`config.mk`:
```
export PLATFORM = sky130hd
export DESIGN_NAME = if_fetch_unit
export DESIGN_NICKNAME = d
export VERILOG_FILES = /design/src/rtl/if_fetch_unit_pkg.sv /design/src/rtl/if_fetch_unit_pc_gen.sv /design/src/rtl/if_fetch_unit.sv
export SDC_FILE = /design/constraint.sdc
export NUM_CORES = 1
export LEC_CHECK = 0
export CAP_MARGIN = 15
export CORE_MARGIN = 5
export CORE_UTILIZATION = 50
export DETAILED_ROUTE_END_ITERATION = 16
export PLACE_DENSITY = 0.93
export SYNTH_ARGS = -nofsm -noshare
export SYNTH_HDL_FRONTEND = slang
export SYNTH_HIERARCHICAL = 1
export SYNTH_SLANG_ARGS = --single-unit
```
`constraint.sdc`:
```
create_clock -name clk -period 5.9 [get_ports clk]
set_input_delay 1.475 -clock clk [delete_from_list [all_inputs] [get_ports clk]]
set_output_delay 1.475 -clock clk [all_outputs]
set_load 0.02 [all_outputs]
```
`src/rtl/if_fetch_unit_pkg.sv`:
```
// Shared definitions for the instruction-fetch stage: bubble encoding, default
// reset PC and the fetch FSM state encoding.
package if_pkg;

    localparam logic [31:0] IF_RESET_PC  = 32'h0000_0000;
    localparam logic [31:0] IF_NOP_INSTR = 32'h0000_0000;  // sll $0,$0,0

    typedef enum logic [1:0] {
        FETCH = 2'd0,
        WAIT  = 2'd1,
        HOLD  = 2'd2
    } fetch_state_e;

endpackage

```
`src/rtl/if_fetch_unit_pc_gen.sv`:
```
// PC register with +4 adder and redirect mux. With IF_DELAY_SLOT_EN defined, a
// redirect is parked in a pending register and applied on the delay slot's handoff.
module if_pc_gen
    import if_pkg::*;
#(
    parameter logic [31:0] RESET_PC = IF_RESET_PC
) (
    input  logic        clk,
    input  logic        reset,
    input  logic        redirect_i,
    input  logic [31:0] target_i,
    input  logic        advance_i,
    output logic [31:0] pc_o,
    output logic [31:0] pc_plus4_o,
    output logic [31:0] pc_next_o
);

    localparam logic [31:0] ALIGN_MASK = 32'hFFFF_FFFC;

    logic [31:0] pc_q;
    logic [31:0] pc_d;
    logic [31:0] pc_plus4;
    logic [31:0] target_w;

    assign target_w = target_i & ALIGN_MASK;
    assign pc_plus4 = pc_q + 32'd4;

`ifdef IF_DELAY_SLOT_EN
    logic [31:0] pend_q;
    logic [31:0] pend_d;
    logic        pend_valid_q;
    logic        pend_valid_d;

    // The slot's handoff consumes the redirect; a redirect arriving with the
    // handoff itself goes straight to the PC.
    always_comb begin
        pc_d         = pc_q;
        pend_d       = pend_q;
        pend_valid_d = pend_valid_q;
        if (advance_i) begin
            pend_valid_d = 1'b0;
            if (redirect_i)        pc_d = target_w;
            else if (pend_valid_q) pc_d = pend_q;
            else                   pc_d = pc_plus4;
        end else if (redirect_i) begin
            pend_d       = target_w;
            pend_valid_d = 1'b1;
        end
    end

    always_ff @(posedge clk) begin
        if (reset) begin
            pc_q         <= RESET_PC & ALIGN_MASK;
            pend_q       <= '0;
            pend_valid_q <= 1'b0;
        end else begin
            pc_q         <= pc_d;
            pend_q       <= pend_d;
            pend_valid_q <= pend_valid_d;
        end
    end
`else
    always_comb begin
        pc_d = pc_q;
        if (redirect_i)     pc_d = target_w;
        else if (advance_i) pc_d = pc_plus4;
    end

    always_ff @(posedge clk) begin
        if (reset) pc_q <= RESET_PC & ALIGN_MASK;
        else       pc_q <= pc_d;
    end
`endif

    assign pc_o       = pc_q;
    assign pc_plus4_o = pc_plus4;
    assign pc_next_o  = pc_d;

endmodule

```
`src/rtl/if_fetch_unit.sv`:
```
// Instruction-fetch stage: FETCH/WAIT/HOLD fetch FSM, hold register and kill logic.
// Define IF_DELAY_SLOT_EN for MIPS delay-slot behaviour (no wrong-path kill).
module if_fetch_unit
    import if_pkg::*;
#(
    parameter logic [31:0] RESET_PC  = IF_RESET_PC,
    parameter logic [31:0] NOP_INSTR = IF_NOP_INSTR
) (
    input  logic        clk,
    input  logic        reset,
    input  logic        IF_ID_Write,
    input  logic        Branch_Taken,
    input  logic [31:0] Branch_Target,
    output logic        IM_Req,
    output logic [31:0] IM_Addr,
    input  logic        IM_Ready,
    input  logic        IM_Rvalid,
    input  logic [31:0] IM_Rdata,
    output logic [31:0] IF_PC,
    output logic [31:0] IF_Instruction,
    output logic        IF_Valid,
    output logic [1:0]  dbg_state_o
);

    fetch_state_e state_q;
    logic         discard_q;
    logic [31:0]  instr_q;
    logic [31:0]  if_pc_q;

    logic         kill;
    logic         handoff;
    logic         accept;
    logic [31:0]  pc;
    logic [31:0]  pc_plus4;
    logic [31:0]  pc_next;

`ifdef IF_DELAY_SLOT_EN
    assign kill = 1'b0;
`else
    assign kill = Branch_Taken;
`endif

    // The next request is issued in the handoff cycle itself, which is what
    // gives one instruction every two cycles on a zero-wait memory.
    assign handoff  = !reset && (state_q == HOLD) && IF_ID_Write && !kill;
    assign IM_Req   = !reset && !kill && ((state_q == FETCH) || handoff);
    assign IM_Addr  = handoff ? pc_next : pc;
    assign accept   = IM_Req && IM_Ready;

    assign IF_Valid       = !reset && (state_q == HOLD) && !kill;
    assign IF_Instruction = IF_Valid ? instr_q : NOP_INSTR;
    assign IF_PC          = IF_Valid ? if_pc_q : 32'h0;
    assign dbg_state_o    = state_q;

    if_pc_gen #(
        .RESET_PC (RESET_PC)
    ) u_pc_gen (
        .clk        (clk),
        .reset      (reset),
        .redirect_i (Branch_Taken),
        .target_i   (Branch_Target),
        .advance_i  (handoff),
        .pc_o       (pc),
        .pc_plus4_o (pc_plus4),
        .pc_next_o  (pc_next)
    );

    always_ff @(posedge clk) begin
        if (reset) begin
            state_q   <= FETCH;
            discard_q <= 1'b0;
            instr_q   <= NOP_INSTR;
            if_pc_q   <= '0;
        end else if (kill) begin
            // A redirect mid-flight must swallow the stale response; if it is
            // already arriving this cycle it is simply not latched.
            if (state_q == WAIT && !IM_Rvalid) begin
                discard_q <= 1'b1;
            end else begin
                state_q   <= FETCH;
                discard_q <= 1'b0;
            end
        end else begin
            case (state_q)
                FETCH: begin
                    if (accept) state_q <= WAIT;
                end
                WAIT: begin
                    if (IM_Rvalid) begin
                        if (discard_q) begin
                            discard_q <= 1'b0;
                            state_q   <= FETCH;
                        end else begin
                            instr_q <= IM_Rdata;
                            if_pc_q <= pc_plus4;
                            state_q <= HOLD;
                        end
                    end
                end
                HOLD: begin
                    if (handoff) state_q <= accept ? WAIT : FETCH;
                end
                default: state_q <= FETCH;
            endcase
        end
    end

endmodule
```
; Word level (Yosys, flattened, before mapping)
; Cells that the tools add are included.
[classes]
n_reduce_logical = 18
n_mux = 17
add_sub_neg = 1
n_eq_ne = 6
n_bitwise = 2
[ops]
columns = op, n
row1 = 2-to-1 mux 32 bit, 5
row2 = "adder 32 x 3 -> 32 bit, second input constant", 1
row3 = 2-to-1 mux 2 bit, 6
row4 = "inequality test 3 bit, second input constant", 3
row5 = logical AND 1 bit, 8
row6 = AND reduction 4 bit, 2
row7 = one-hot mux 2 bit (3 select lines), 1
row8 = 2-to-1 mux 1 bit, 5
row9 = nonzero test 2 bit, 2
row10 = zero test 1 bit, 3
row11 = "equality test 2 x 1 -> 1 bit, second input constant", 1
row12 = "equality test 2 bit, second input constant", 1
row13 = zero test 2 bit, 1
row14 = "inequality test 2 bit, second input constant", 1
row15 = NOT 1 bit, 2
row16 = AND reduction 2 bit, 1
row17 = logical OR 1 bit, 1
[totals]
ff_bits = 99
wordCells = 49
output_inout_bits = 100
input_bits = 70

; Depth between registers and ports, before layout
[logic_depth]
ltp_word = 11
ltp_mapped = 9

; Cells and area by module
; Netlist, hierarchy kept.
[modules_own_cells]
columns = mod, area_each_um2, n_inst, seq_area_each_um2, cells_each
row1 = if_fetch_unit, 3834.9, 1, 1341.3, 418
row2 = if_pc_gen, 2715.1, 1, 640.6, 336

; Worst setup path before layout
; OpenSTA, ideal clock, no wires.
[synth_path]
path_kind = input-to-output
startpoint = input port Branch_Taken
endpoint = output port IM_Addr[25]
t_arrival_ns = 3.551
n_path_buf = 1
cell_stages = 9
slack_ns = 0.874
path_cell_list = nor4b_4 -> nand2_4 -> buf_6 -> inv_1 -> nand4_4 -> or4_4 -> o311ai_2 -> nand3_1 -> mux2_4
[synth_between]
elab_chain_len = 5
[synth_rtl]
columns = item, line
row1 = start: declaration, if_fetch_unit.sv:12  ; input logic Branch_Taken,
row2 = zero test 1 bit, if_fetch_unit.sv:45  ; assign handoff = !reset && (state_q == HOLD) && IF_ID_Write && !kill;
row3 = logical AND 1 bit, if_fetch_unit.sv:45
row4 = named net handoff, if_fetch_unit.sv:31  ; logic handoff;
row5 = 2-to-1 mux 32 bit, if_fetch_unit_pc_gen.sv:66  ; else if (advance_i) pc_d = pc_plus4;
row6 = 2-to-1 mux 32 bit, if_fetch_unit_pc_gen.sv:65  ; if (redirect_i) pc_d = target_w;
row7 = named net pc_next[25], if_fetch_unit.sv:35  ; logic [31:0] pc_next;
row8 = 2-to-1 mux 32 bit, if_fetch_unit.sv:47  ; assign IM_Addr = handoff ? pc_next : pc;
row9 = end: declaration, if_fetch_unit.sv:15  ; output logic [31:0] IM_Addr,
; The timed path passes the listed nets, and every way through them passes these cells.

; Worst setup path in the final report
[layout_path]
startpoint = input port IF_ID_Write
endpoint = output port IM_Addr[20]
[layout_between]
elab_chain_len = 5
[layout_rtl]
columns = item, line
row1 = start: declaration, if_fetch_unit.sv:11  ; input logic IF_ID_Write,
row2 = logical AND 1 bit (2 in series), if_fetch_unit.sv:45
row3 = named net handoff, if_fetch_unit.sv:31
row4 = 2-to-1 mux 32 bit, if_fetch_unit_pc_gen.sv:66
row5 = 2-to-1 mux 32 bit, if_fetch_unit_pc_gen.sv:65
row6 = named net pc_next[20], if_fetch_unit.sv:35
row7 = 2-to-1 mux 32 bit, if_fetch_unit.sv:47
; The timed path passes the listed nets, and every way through them passes these cells.

==> results.py <==
metrics = {
    "die": {
        "dieArea_mm2": 0.01549,
        "core_mm2": 0.01272,
        "die_h_um": 124.5,
        "die_w_um": 124.5,
        "ios": 170,
        "rows": 41,
        "start_util_pct": 51.49,
    },
    "grt": {
        "grt_usage_pct": 22.19,
        "grt_first_pass_wirelength_um": 29100,
        "grt_remaining_overflow": 0,
        "antenna_found_initial": 0,
        "grt_max_degree": 84,
        "grt_pass1_vias": 5659,
    },
    "yosys": {
        "synth_cell_types": 61,
        "synth-seq-area-share_pct": 30.26,
        "muxShareOfSynthArea_pct": 7.469,
        "synth_top_family_by_area": "simple AND/OR/NAND/NOR gates",
        "synth_compound_area_share_pct": 11.02,
        "synthTopCellsByArea": "dfxtp_1 30%, nand4b_1 8.6%, mux2_4 6.6%",
        "synthCells": 754,
        "yosys_warnings": 6,
        "async_reset_ff_share_pct": 0,
        "synth_area_mm2": 0.006550,
        "synth_top_area_cell": "dfxtp_1",
        "synth_top_area_share_pct": 30.26,
        "avgSynthCellArea_um2": 8.687,
        "synth_xor_area_share_pct": 5.482,
        "yosys.area_share.simple_pct": 38.28,
        "synthAdderAreaFrac_pct": 0.1910,
        "ys.flop_type": "dfxtp_1",
        "synth_edf_count": 0,
        "synth_nets": 825,
        "synth-seq-cells": 99,
    },
    "clocking": {
        "clock_sinks": 99,
        "hold_buffers": 0,
        "clk_pin_slew_ns": 0.06,
        "clk_latency_ns": 0.34,
        "cts_buffer_depth": 2,
        "cts_buffers": 9,
        "cts-root-buf": "clkbuf_16",
        "cts_resized": 0,
        "cts_tree": "built",
        "post_cts_buffers": 0,
        "htree_levels": 3,
    },
    "detailed_routing": {
        "drt-wirelength-per-cell_um": 17.07,
        "antenna_left": 0,
        "dr_total_vias": 6031,
        "viasPerCell": 5.760,
        "drt_iter0_markers": 440,
        "drc_errors": 0,
        "wl_um": 17880,
        "first_pass_iters": 7,
    },
    "finish": {
        "nets": 941,
        "final_core_util_pct": 65.87,
        "layout-drive-gt1-share_pct": 10.74,
        "area_growth_syn_to_layout_pct": 27.95,
        "antenna_cells": 0,
    },
    "sta": {
        "final.setup_skew_ns": 0.006364,
        "tns_ns": 0,
        "setup_violations": 0,
        "final.min_clock_period_ns": 5.682,
        "tightest_slew_ns": 1.051,
        "period_share_pct": 96.30,
        "maxSlewHeadroom_pct": 29.90,
        "setup_ws_ns": 0.2181,
        "fmax_ghz": 0.1760,
        "slew_violations": 0,
        "hold_viol": 0,
        "rsz0062_at_grt": "no",
    },
    "power": {
        "vdd_drop_max_mv": 0.1187,
        "power.static_leakage_nw": 2.978,
        "power_density_mw_per_mm2": 181.8,
    },
    "critical_path": {
        "critPathMaxFanout": 6,
        "critPathCaptureType": "output port",
        "cp.required_ns": 4.43,
        "critPathKind": "in2out",
        "critPathArrivalTime_ns": 4.21,
        "worstSetupStartpointType": "primary input",
    },
    "outcome": {
        "outcome": "complete, no violations",
    },
    "place": {
        "io_buffer_count": 167,
        "dp_slack_ns": 0.2483,
        "dpl.hpwl_um": 11890,
        "routabilityCongestion": 0.8465,
    },
    "hold_path": {
        "hold_class": "reg2reg",
    },
    "run": {
        "drv_cap": 0,
    },
}
==> layout by cell type (no fill, tap or decap), types with 23 or more instances in the layout <==
master           Yosys  layout
nand4b_1            64      64
o21ai_0             66      66
mux2_4              29      29
nand2b_1            66      66
nor2_1              35      34
nand2_1             36      36
nand3_1             23      23
clkdlybuf4s50_1      0     165
dfxtp_1             99      99
xnor2_1             26      26
and2_1              66      65
==> sequential cells by signal (all words and copies together), names as in the netlist <==
name,count
if_pc_q,32
instr_q,32
u_pc_gen/pc_o,32
dbg_state_o,2
discard_q,1
==> metal layers <==
layer  part of all wire, %  track usage [%]
met1                    47            31.35
met2                    45            34.89
met3                   6.5            3.345
met4                   1.6            6.770
met5                     0                0
==> final cells by class <==
| type | count | area (um2) |
|---|---|---|
| repair buffers | 181 | 1769 |
| clock buffers | 12 | 256.5 |
| well taps | 172 | 215.2 |
| clock inverters | 4 | 23.77 |
| fillers | 1015 | 4342 |
| inverters | 9 | 33.78 |
| flip-flops and latches | 99 | 1982 |
| multi-input cells | 570 | 4100 |
==> through the flow <==
stage / instance area [um2] / instances / hold WS [ns] / power [W]
after floorplan: 6550 / 754 / 0.4376 / 0.0008771
after global placement: 8100 / 1031 / 0.4490 / 0.0009633
after detailed placement: 8100 / 1031 / 0.4513 / 0.0009676
after CTS: 8381 / 1047 / 0.4623 / 0.001537
after global routing: 8381 / 1047 / 0.4765 / 0.001578
final: 8381 / 1047 / 0.4629 / 0.001523
==> critical path: stages <==
cell and delay [ns]:
clkdlybuf4s50_1 0.57, nand2_4 0.07, inv_1 0.16, nand4_4 0.12
buf_4 0.20, nor4_4 0.44, mux2i_1 0.29, nand2_1 0.08
mux2_4 0.27, clkdlybuf4s50_1 0.54
==> cells in the mapped netlist, types with 13 or more instances <==
| library cell | instances |
|---|---|
| a211oi_1 | 14 |
| dfxtp_1 | 99 |
| nand4_1 | 17 |
| nor2b_1 | 13 |
| nor2_1 | 35 |
| nand2_1 | 36 |
| xor2_1 | 15 |
| o21ai_0 | 66 |
| nand3_1 | 23 |
| clkbuf_1 | 33 |
| and2_1 | 66 |
| nand4b_1 | 64 |
| xnor2_1 | 26 |
| mux2_4 | 29 |
| nand2b_1 | 66 |
==> cells by family after synthesis <==
| kind of cell | Yosys count |
|---|---|
| DFF | 99 |
| buffers and inverters | 85 |
| muxes | 34 |
| and+or+nand+nor | 375 |
| adders and majority gates | 1 |
| AOI/OAI and AO/OA | 119 |
| xor gates and xnor gates | 41 |
==> report_power, final <==
group | leakage [nW] | internal, W | total (W) | switching (W)
sequential | 0.805 | 0.000687 | 0.000722 | 0.0000350
combinational | 2.03 | 0.000126 | 0.000235 | 0.000109
clock | 0.143 | 0.000309 | 0.000567 | 0.000258
==> final timing paths <==
path,from,end,slack (ns),cells after the start
min reg2reg,instr_q[6]$_SDFFE_PP0P_,instr_q[6]$_SDFFE_PP0P_,0.46,2
min,instr_q[6]$_SDFFE_PP0P_,instr_q[6]$_SDFFE_PP0P_,0.46,2
max,IF_ID_Write,IM_Addr[20],0.22,10
max reg2reg,u_pc_gen/pc_o[2]$_SDFF_PP0_,if_pc_q[30]$_SDFFE_PP0P_,3.58,7
Power figures use the tool's default switching activity.
